## src/rtl/display_pkg.sv

```systemverilog
// Shared display definitions for the queue sprite animator and its colour stage.
package display_pkg;

  // Pose codes the colour stage understands on animate_state[0]
  localparam logic QUEUE_LEFT  = 1'b0;
  localparam logic QUEUE_RIGHT = 1'b1;

  // Width of the animate_state bus handed to the colour stage
  localparam int ANIM_W = 4;

  // Animator control states
  typedef enum logic [1:0] {
    IDLE,
    WAVE,
    REST,
    DONE
  } anim_state_t;

  // Counter width for a terminal count n, never narrower than one bit
  function automatic int cnt_width(input int n);
    return (n <= 1) ? 1 : $clog2(n);
  endfunction

endpackage

```

## src/rtl/queue_animator_tick_counter.sv

```systemverilog
// Free-running tick counter that wraps at a terminal count and pulses done on the last tick.
module tick_counter
  import display_pkg::*;
#(
  parameter int TERMINAL = 4
) (
  input  logic clk,
  input  logic rst_n,
  input  logic clear,
  input  logic en,
  output logic done
);

  localparam int W = cnt_width(TERMINAL);
  localparam logic [W-1:0] LAST = W'(TERMINAL - 1);

  logic [W-1:0] count;

  assign done = en && !clear && (count == LAST);

  // Count while enabled, restart at zero on clear or after the terminal tick
  always_ff @(posedge clk or negedge rst_n) begin
    if (!rst_n) begin
      count <= '0;
    end else if (clear || done) begin
      count <= '0;
    end else if (en) begin
      count <= count + W'(1);
    end
  end

endmodule

```

## src/rtl/queue_animator.sv

```systemverilog
// Queue sprite animator: waves LEFT/RIGHT in bursts, rests, and freezes on rescue.
// Pose changes reach animate_state only on frame_sync so a frame never tears.
module queue_animator
  import display_pkg::*;
#(
  parameter logic [9:0] POS_X      = 10'd200,
  parameter logic [8:0] POS_Y      = 9'd40,
  parameter int         FLIP_TICKS = 12_500_000,
  parameter int         WAVE_FLIPS = 6,
  parameter int         REST_TICKS = 50_000_000
) (
  input  logic              clk,
  input  logic              rst_n,
  input  logic              enable,
  input  logic              rescued,
  input  logic              frame_sync,
  output logic [9:0]        posx,
  output logic [8:0]        posy,
  output logic [ANIM_W-1:0] animate_state
);

  localparam int FW = cnt_width(WAVE_FLIPS);
  localparam logic [FW-1:0] FLIP_LAST = FW'(WAVE_FLIPS - 1);

  anim_state_t   state;
  logic [FW-1:0] flip_cnt;
  logic          pending;
  logic          flip_done;
  logic          rest_done;
  logic          override;

  // Leaving IDLE/WAVE/REST for a priority reason must also zero the timers
  assign override = !enable || rescued;

  tick_counter #(.TERMINAL(FLIP_TICKS)) u_flip_timer (
    .clk   (clk),
    .rst_n (rst_n),
    .clear (override || (state != WAVE)),
    .en    (state == WAVE),
    .done  (flip_done)
  );

  tick_counter #(.TERMINAL(REST_TICKS)) u_rest_timer (
    .clk   (clk),
    .rst_n (rst_n),
    .clear (override || (state != REST)),
    .en    (state == REST),
    .done  (rest_done)
  );

  // Control FSM with registered pose, burst count, display latch and fixed position
  always_ff @(posedge clk or negedge rst_n) begin
    if (!rst_n) begin
      state         <= IDLE;
      flip_cnt      <= '0;
      pending       <= QUEUE_LEFT;
      animate_state <= '0;
      posx          <= POS_X;
      posy          <= POS_Y;
    end else begin
      posx <= POS_X;
      posy <= POS_Y;

      if (frame_sync) begin
        animate_state <= {{(ANIM_W-1){1'b0}}, pending};
      end

      if (!enable) begin
        state    <= IDLE;
        flip_cnt <= '0;
        pending  <= QUEUE_LEFT;
      end else if (rescued) begin
        state   <= DONE;
        pending <= QUEUE_RIGHT;
      end else begin
        case (state)
          IDLE: begin
            state    <= WAVE;
            flip_cnt <= '0;
            pending  <= QUEUE_LEFT;
          end
          WAVE: begin
            if (flip_done) begin
              if (flip_cnt == FLIP_LAST) begin
                state    <= REST;
                flip_cnt <= '0;
                pending  <= QUEUE_LEFT;
              end else begin
                flip_cnt <= flip_cnt + FW'(1);
                pending  <= ~pending;
              end
            end
          end
          REST: begin
            pending <= QUEUE_LEFT;
            if (rest_done) begin
              state <= WAVE;
            end
          end
          DONE: begin
            pending <= QUEUE_RIGHT;
          end
          default: begin
            state <= IDLE;
          end
        endcase
      end
    end
  end

endmodule

```

## config.mk

```make
export PLATFORM = sky130hd
export DESIGN_NAME = queue_animator
export DESIGN_NICKNAME = d
export VERILOG_FILES = /design/src/rtl/display_pkg.sv /design/src/rtl/queue_animator_tick_counter.sv /design/src/rtl/queue_animator.sv
export SDC_FILE = /design/constraint.sdc
export NUM_CORES = 1
export LEC_CHECK = 0
export CAP_MARGIN = 20
export CORE_MARGIN = 2
export CORE_UTILIZATION = 35
export DETAILED_ROUTE_END_ITERATION = 8
export SYNTH_ARGS = -nofsm -noshare
export SYNTH_HDL_FRONTEND = slang
export SYNTH_SLANG_ARGS = --single-unit
```

## constraint.sdc

```tcl
create_clock -name clk -period 2.02 [get_ports clk]
set_clock_uncertainty 0.2 [all_clocks]
set_input_delay 0.505 -clock clk [delete_from_list [all_inputs] [get_ports clk]]
set_output_delay 0.505 -clock clk [all_outputs]
set_load 0.02 [all_outputs]
```

=== After elaboration in Yosys (flattened, before gate mapping) ===
Index checks and enable logic that the tools add are counted.
Widths: inputs -> output; s select.

* Bits in read-only memories: 0
* Word-level logic and storage cells: 63
* Bits in writable memories: 0
* Register bits: 57
* Bits in latches: 0
* Memories kept: 0

* Add/sub/neg operators: 3
* $lt $le $gt $ge: 0
* Shift-type cells: 0
* Muxes and demuxes: 20
* Equality and inequality tests: 15
* Bitwise logic cells: 1
* Reductions and logical operators: 18
* Multiply operators: 0
* Divide/modulo/power cells: 0

{| class="wikitable"
|+ Operator list
! cell !! number
|-
| $mux 26 || 2
|-
| $mux 24 || 2
|-
| $add 26x1->26 const B || 1
|-
| $eq 26x26->1 const B || 1
|-
| $add 24x1->24 const B || 1
|-
| $eq 24x24->1 const B || 1
|-
| $mux 3 || 4
|-
| $ne 4x4->1 const B || 3
|-
| $mux 2 || 5
|-
| $pmux 2 s3 || 1
|-
| $pmux 3 s2 || 1
|-
| $logic_or 1x1->1 || 5
|-
| $ne 5x1->1 const B || 1
|-
| $eq 2x2->1 const B || 2
|-
| $logic_and 1x1->1 || 4
|-
| $mux 1 || 4
|-
| $ne 2x2->1 const B || 2
|-
| $reduce_and 4->1 || 1
|-
| $reduce_bool 2->1 || 2
|-
| $add 3x1->3 const B || 1
|-
| $eq 3x3->1 const B || 1
|-
| $logic_not 1->1 || 3
|-
| $ne 3x1->1 const B || 1
|-
| $ne 3x3->1 const B || 1
|-
| other kinds (7) || 7
|}

=== Logic depth before layout (Yosys ltp) ===
Gate-level depths: netlist of run 1.

* Word-level depth: 10
* Gate-level depth with buffers: 6

=== By module ===
A second synthesis of run 1 with hierarchy kept.

* Cells, all modules: 348
* Area total of the unflattened synthesis: 3309.4 sq um

{| class="wikitable"
|+ Modules (own cells, without submodules)
! module !! sequential area each (sq um) !! times used !! area an instance (sq um) !! cells each
|-
| tick_counter at u_rest_timer || 650.6 || 1 || 1360.1 || 140
|-
| tick_counter at u_flip_timer || 600.6 || 1 || 1290.0 || 135
|-
| queue_animator || 175.2 || 1 || 659.4 || 73
|}

=== Worst setup path before layout of run 1 ===
OpenSTA, ideal clock, no wires.

* Kind: register to register
* From: register u_rest_timer.count[0]
* To: register u_rest_timer.count[22]
* Cell stages (with the launch flop): 7
* Path slack: -0.190 ns
* Path buffers: 1
* Setup time: 0.073 ns
* Data arrival time: 1.937 ns
* Cell sequence: dfrtp_1 -> ha_1 -> nand4_2 -> or4_4 -> buf_6 -> or4_4 -> a21oi_2

* Longest elaborated chain between the ends: 4

{| class="wikitable"
|+ Ends and longest elaborated chain
! element !! RTL line !! text
|-
| start, declared || queue_animator_tick_counter.sv:17 || <nowiki>logic [W-1:0] count;</nowiki>
|-
| start signal, assigned || queue_animator_tick_counter.sv:28 || <nowiki>count <= count + W'(1);</nowiki>
|-
| branches (longest 4 deep; another with $add 26x1->26) || - ||
|}

Several ways; the timed one is not identified. The select of a mux whose other input is x is not followed.
A chain may end at the register's enable or synchronous reset.

=== Worst setup path after layout of run 1 ===
* From: register u_rest_timer.count[10]
* To: register u_rest_timer.count[18]

Same word-level chain as after synthesis.

==> out/summary.txt, run 1 <==
DIE AREA - 10100 um^2
Synth async-reset ratio - 1.00
CTS root buf - clkbuf_8
YS warnings - 0
Synth Area in Compound Gates - 0.138
Die height - 100 um
Post-synth top flop - dfrtp_1
Largest cells by area after synthesis - dfrtp_1, buf_4, o31ai_1, a21oi_1, or4_1
Maximum VDD drop - 291 uV
Clock network latency to the later pin of the worst-skew pair - 0.34 ns
Static Leak - 1.79 nW
Most frequent cell after synthesis - dfrtp_1
First-pass GRT wire length - 12800 um
Post-Synth XOR/XNOR Area - 0.0565
Slew Viols, Final - 0
EDFF count, synth - 0
Clk sinks - 57
Psw - 0.620 mW
Remaining DRCs - 0
Net Sw Frac - 0.246
Nets - 452
Final Cycle Share - 1.07
Mapped Area - 3260 um^2
H-tree depth - 3
Library cells used by synthesis - 46
Critical path endpoint category - register
Worst Hold Class - register to register
CP Max Fanout - 7
Rows - 35
Pint - 1.90 mW
WS Path Type - register to register
Routed WL - 7870 um
Initial Util - 0.356
ANT nets after route - 0
Worst Setup Start Kind - register
Worst EP required - 2.04 ns
Worst Path Arrival - 2.17 ns
Vias in the first global route - 2896
Die X - 100 um
CTS clk-pin slew, worst paths - 0.08 ns
RSZ-0062 raised after global routing - yes
Comb power frac - 0.065
Violated checks - negative setup slack
DP HPWL - 4960 um
Top Ports - 28
Mapped Cells - 347
CTS tree - built
Initial DRC count - 84
Fin crit period - 2.15 ns
CTS Buf Count - 9
Post-Layout Cell Count - 561
GRT Total Usage - 0.157
Placed Instance Area - 3880 um^2
Setup slack, reg-to-reg - -0.13 ns
Flops & latches, synth - 57
Fraction of the mapped netlist area in adder cells - 0.00768
CTS Buffer Depth - 2
Total power - 2.52 mW
Area delta synth->final - 39.2%
Largest net degree at the start of global routing - 36
Synth area leader - dfrtp_1
Fin area - 4540 um^2
Endpoints failing hold - 0
Post-Synth Simple-Gate Area - 0.271
Seq pwr share - 0.462
Final WS setup - -0.132 ns
Initial antenna violation count - 0
Top cell type's share of synthesized area - 0.438
Port Buf Inserts - 5
Seq/Total Area, Yosys - 0.438
Placed instance count - 525
Drt via density - 5.28
Core region area - 9150 um^2
Routability Congestion - 0.813
Wire per inst - 14.0 um
DR vias - 2964
Largest family of logic cells by synthesized area - simple AND/OR/NAND/NOR gates
Power density over cell area - 555 nW/um^2
Max frequency - 465 MHz
Top post-synthesis cells by count - dfrtp_1, nor2_1, a21oi_1
ANT cells - 0
Final setup violation count - 25
Layout cells sized above 1 - 0.380
Outcome - complete, but fails checks
Clk network pwr share - 0.473
Average size of a mapped cell - 9.39 um^2
Portion of netlist area occupied by mux cells - 0.00346
GR Overflow Total - 0
TritonRoute pass-1 iters - 5
MaxCap Viol Count - 0
sequential cells by signal (all words and copies together), names as in the netlist:
signal,flops
state,2
u_flip_timer.count,24
pending,1
u_rest_timer.count,26
animate_state,1
flip_cnt,3
cells in the final DEF (no fill, tap or decap), types with 2 or more instances in the layout:
master           count
buf_6               10
o31ai_4              2
or3_4                5
a21oi_2             12
or4_1                9
ha_4                 2
o211ai_1             5
conb_1              22
nand2b_1             3
or3_1               10
xnor2_1             10
inv_1               11
nand4_1             16
a21oi_1             15
clkinvlp_4           4
nand3_4              2
nand3_1             16
nor2b_1              3
o31ai_1             13
o31ai_2              5
dfrtp_1             56
nor3_1               5
nor4_1               4
bufinv_16            2
clkbuf_8             9
and4_1               5
nand2_1             17
buf_12               2
xor2_1              11
or4_4               11
o21ai_0             12
buf_4               80
and3_1               2
and2_1               2
nor2_2               9
and4_2               2
clkdlybuf4s50_1      3
nor2_1              20
cell families (layout without fill, tap and decap cells):
logic type / Yosys count / after routing
DFF: 57 / 57
AOI/OAI and AO/OA: 70 / 71
xor gates and xnor gates: 21 / 21
other: 2 / 22
buffers and inverters: 44 / 125
adders and majority gates: 2 / 2
and+or+nand+nor: 150 / 151
muxes: 1 / 1
power groups by stage:
stage	sequential [mW]	clock [mW]	combinational, mW
floorplan	1.18	0	0.108
global placement	1.18	0	0.144
detailed placement	1.18	0	0.145
CTS	1.16	1.22	0.156
global route	1.16	1.26	0.181
finish	1.16	1.19	0.165
layer usage:
metal,vias to the layer above,part of all wire,global-route usage
met5,-,0,0
met4,0,0.016,0.0443
met3,16,0.026,0.0354
met2,45,0.51,0.279
met1,1459,0.45,0.191
li1,1444,-,-
critical path, stage by stage, from the launching register on:
cell	delay, ns
dfrtp_1	0.38
or4b_4	0.53
or3_4	0.38
o31ai_4	0.30
buf_6	0.20
a21oi_1	0.05
area by class of cell:
type / count / area [um^2]
clock inverter: 7 / 95.1
clock buffer: 9 / 124
multi-input combinational: 268 / 1900
fill: 871 / 4620
sequential: 57 / 1430
timing repair buffer: 98 / 811
inverter: 11 / 41.3
tap: 111 / 139
per-stage QoR:
stage / worst slack, ns / hold slack [ns] / TNS (ns) / util
CTS: -0.118 / 0.328 / -1.32 / 0.467
finish: -0.132 / 0.313 / -2.61 / 0.496
global placement: -0.534 / 0.245 / -14.93 / 0.424
detailed placement: -0.598 / 0.242 / -16.37 / 0.424
global route: -0.195 / 0.338 / -3.82 / 0.496
floorplan: -0.124 / 0.00941 / -2.33 / -
timing repair:
action                                 in CTS  in global routing
hold buffers                                1                  0
resized for setup                          15                 53
buffers inserted                            9                  7
pin swaps                                   7                 20
setup endpoints to repair                  45                 47
endpoints found under the hold margin      13                  0
cloned                                      2                  1
final timing paths:
kind | start | cells past startpoint | end
worst max-delay path | u_rest_timer.count[10] | 5 | u_rest_timer.count[18]
worst min-delay path | animate_state[0] | 1 | animate_state[0]
worst max register to register | u_rest_timer.count[10] | 5 | u_rest_timer.count[18]
worst min register to register | animate_state[0] | 1 | animate_state[0]
max in group asynchronous | rst_n | 3 | u_flip_timer.count[1]
min in group asynchronous | rst_n | 2 | u_flip_timer.count[22]
No activity file was read; power rests on OpenSTA's default activity.
==> run 2, diff against run 1 <==
--- a/config.mk
+++ b/config.mk
@@ -6,8 +6,9 @@
 export NUM_CORES = 1
 export LEC_CHECK = 0
 export CAP_MARGIN = 20
-export CORE_MARGIN = 2
+export CORE_MARGIN = 3
 export CORE_UTILIZATION = 35
+export CTS_CLUSTER_DIAMETER = 60
 export DETAILED_ROUTE_END_ITERATION = 8
 export SYNTH_ARGS = -nofsm -noshare
 export SYNTH_HDL_FRONTEND = slang
==> out/summary.txt, run 2 (synthesized netlist as in run 1, its figures left out) <==
Port Buf Inserts - 5
Rows - 34
Core region area - 8890 um^2
Critical path endpoint category - register
Initial antenna violation count - 0
Initial Util - 0.366
Final WS setup - -0.101 ns
Largest registers - u_rest_timer.count: 26 flops, u_flip_timer.count: 24 flops, flip_cnt: 3 flops
Routed WL - 7740 um
Die height - 102 um
Fin area - 4500 um^2
CTS tree - built
Most frequent cells in the layout - buf_4, dfrtp_1, conb_1, nor2_1, nand2_1
Max frequency - 472 MHz
Outcome - complete, but fails checks
TNS Setup - -2.05 ns
Wire per inst - 14.0 um
WS Path Type - register to register
Routability Congestion - 0.788
CTS clk-pin slew, worst paths - 0.07 ns
Layout Utilization - 0.506
Reg with most FFs - u_rest_timer.count
Fillers - 808
Layout cells sized above 1 - 0.354
RSZ-0062 raised after global routing - yes
CP Max Fanout - 6
Commonest non-fill, non-tap cell in the layout - buf_4
Register area - 1430 um^2
DR vias - 2926
First-pass GRT wire length - 12700 um
ANT nets after route - 0
CTS Buffer Depth - 2
Slew Viols, Final - 0
Power density over cell area - 560 nW/um^2
Area of the multi-input gates - 1890 um^2
Remaining DRCs - 0
Worst EP required - 2.08 ns
Clk sinks - 57
GRT Total Usage - 0.151
ANT cells - 0
Worst Hold Class - register to register
Final Cycle Share - 1.05
Top Ports - 28
Maximum VDD drop - 388 uV
Final setup violation count - 30
Worst Path Arrival - 2.19 ns
Total power - 2.52 mW
CTS root buf - clkbuf_8
Static Leak - 1.78 nW
Area delta synth->final - 38.1%
Worst Setup Start Kind - register
Placed Instance Area - 3840 um^2
DP HPWL - 4820 um
Nets - 446
Initial DRC count - 85
Violated checks - negative setup slack
Drt via density - 5.30
Die X - 102 um
Clock network latency to the later pin of the worst-skew pair - 0.33 ns
Placed instance count - 515
Endpoints failing hold - 0
Number of flip-flops in the largest register - 26
Post-Place Worst Slack - -0.567 ns
DIE AREA - 10500 um^2
Vias in the first global route - 2685
H-tree depth - 3
Post-Layout Cell Count - 552
GR Overflow Total - 0
CTS Buf Count - 9
Largest net degree at the start of global routing - 58
Worst hold margin - 0.304 ns
MaxCap Viol Count - 0
TritonRoute pass-1 iters - 4
Fin crit period - 2.12 ns
==> run 2: changes by cell type in the layout (fill, tap and decap cells not counted), moves of 2 or more <==
cell | previous run | this run
nor2_4 | 0 | 2
o31ai_2 | 5 | 2
buf_4 | 80 | 75
nor2_2 | 9 | 6
o31ai_1 | 13 | 15
clkinvlp_4 | 4 | 0
buf_6 | 10 | 7
==> run 2: final timing paths <==
| path | startpoint | slack (ns) | cells after the start | end |
|---|---|---|---|---|
| max in group asynchronous | rst_n | 0.85 | 3 | u_rest_timer.count[8] |
| hold reg to reg | animate_state[0] | 0.30 | 1 | animate_state[0] |
| setup / recovery | u_rest_timer.count[1] | -0.10 | 6 | u_rest_timer.count[20] |
| setup reg to reg | u_rest_timer.count[1] | -0.10 | 6 | u_rest_timer.count[20] |
| hold / removal | animate_state[0] | 0.30 | 1 | animate_state[0] |
| min in group asynchronous | rst_n | 0.49 | 3 | u_flip_timer.count[11] |
==> run 2: layout make-up <==
type,count,share of cell area
multi-input cells,268,0.421
flip-flops and latches,57,0.317
repair buffers,92,0.174
clock buffers,11,0.0314
well taps,108,0.0300
clock inverters,5,0.0175
inverters,11,0.00918
==> run 2: repair_timing <==
item | 4_1_cts | 5_1_grt
endpoints found under the hold margin | 57 | 0
endpoints found under the setup margin | 33 | 51
pin swaps | 7 | 19
hold buffers | 1 | 0
setup buffers | 12 | 4
resized for setup | 14 | 43
cloned | 2 | 2
==> run 2: metal layers <==
metal	routed length, um	global-route usage
met1	3500	0.201
met2	3920	0.246
met3	240	0.0382
met4	80	0.0363
met5	0	0
==> run 2: report_power, final <==
group          internal [mW]  total, mW  switching, mW
Combinational         0.0571      0.169          0.112
Clock                  0.726       1.19          0.462
Sequential              1.15       1.16         0.0114
Total                   1.93       2.52          0.585
==> run 2: critical path, cell delays in order, from the launching register on <==
cell and delay [ns]:
dfrtp_1 0.39, ha_4 0.15, buf_6 0.09, nand4_4 0.10, or4_4 0.55, or4_4 0.44, a21oi_2 0.14
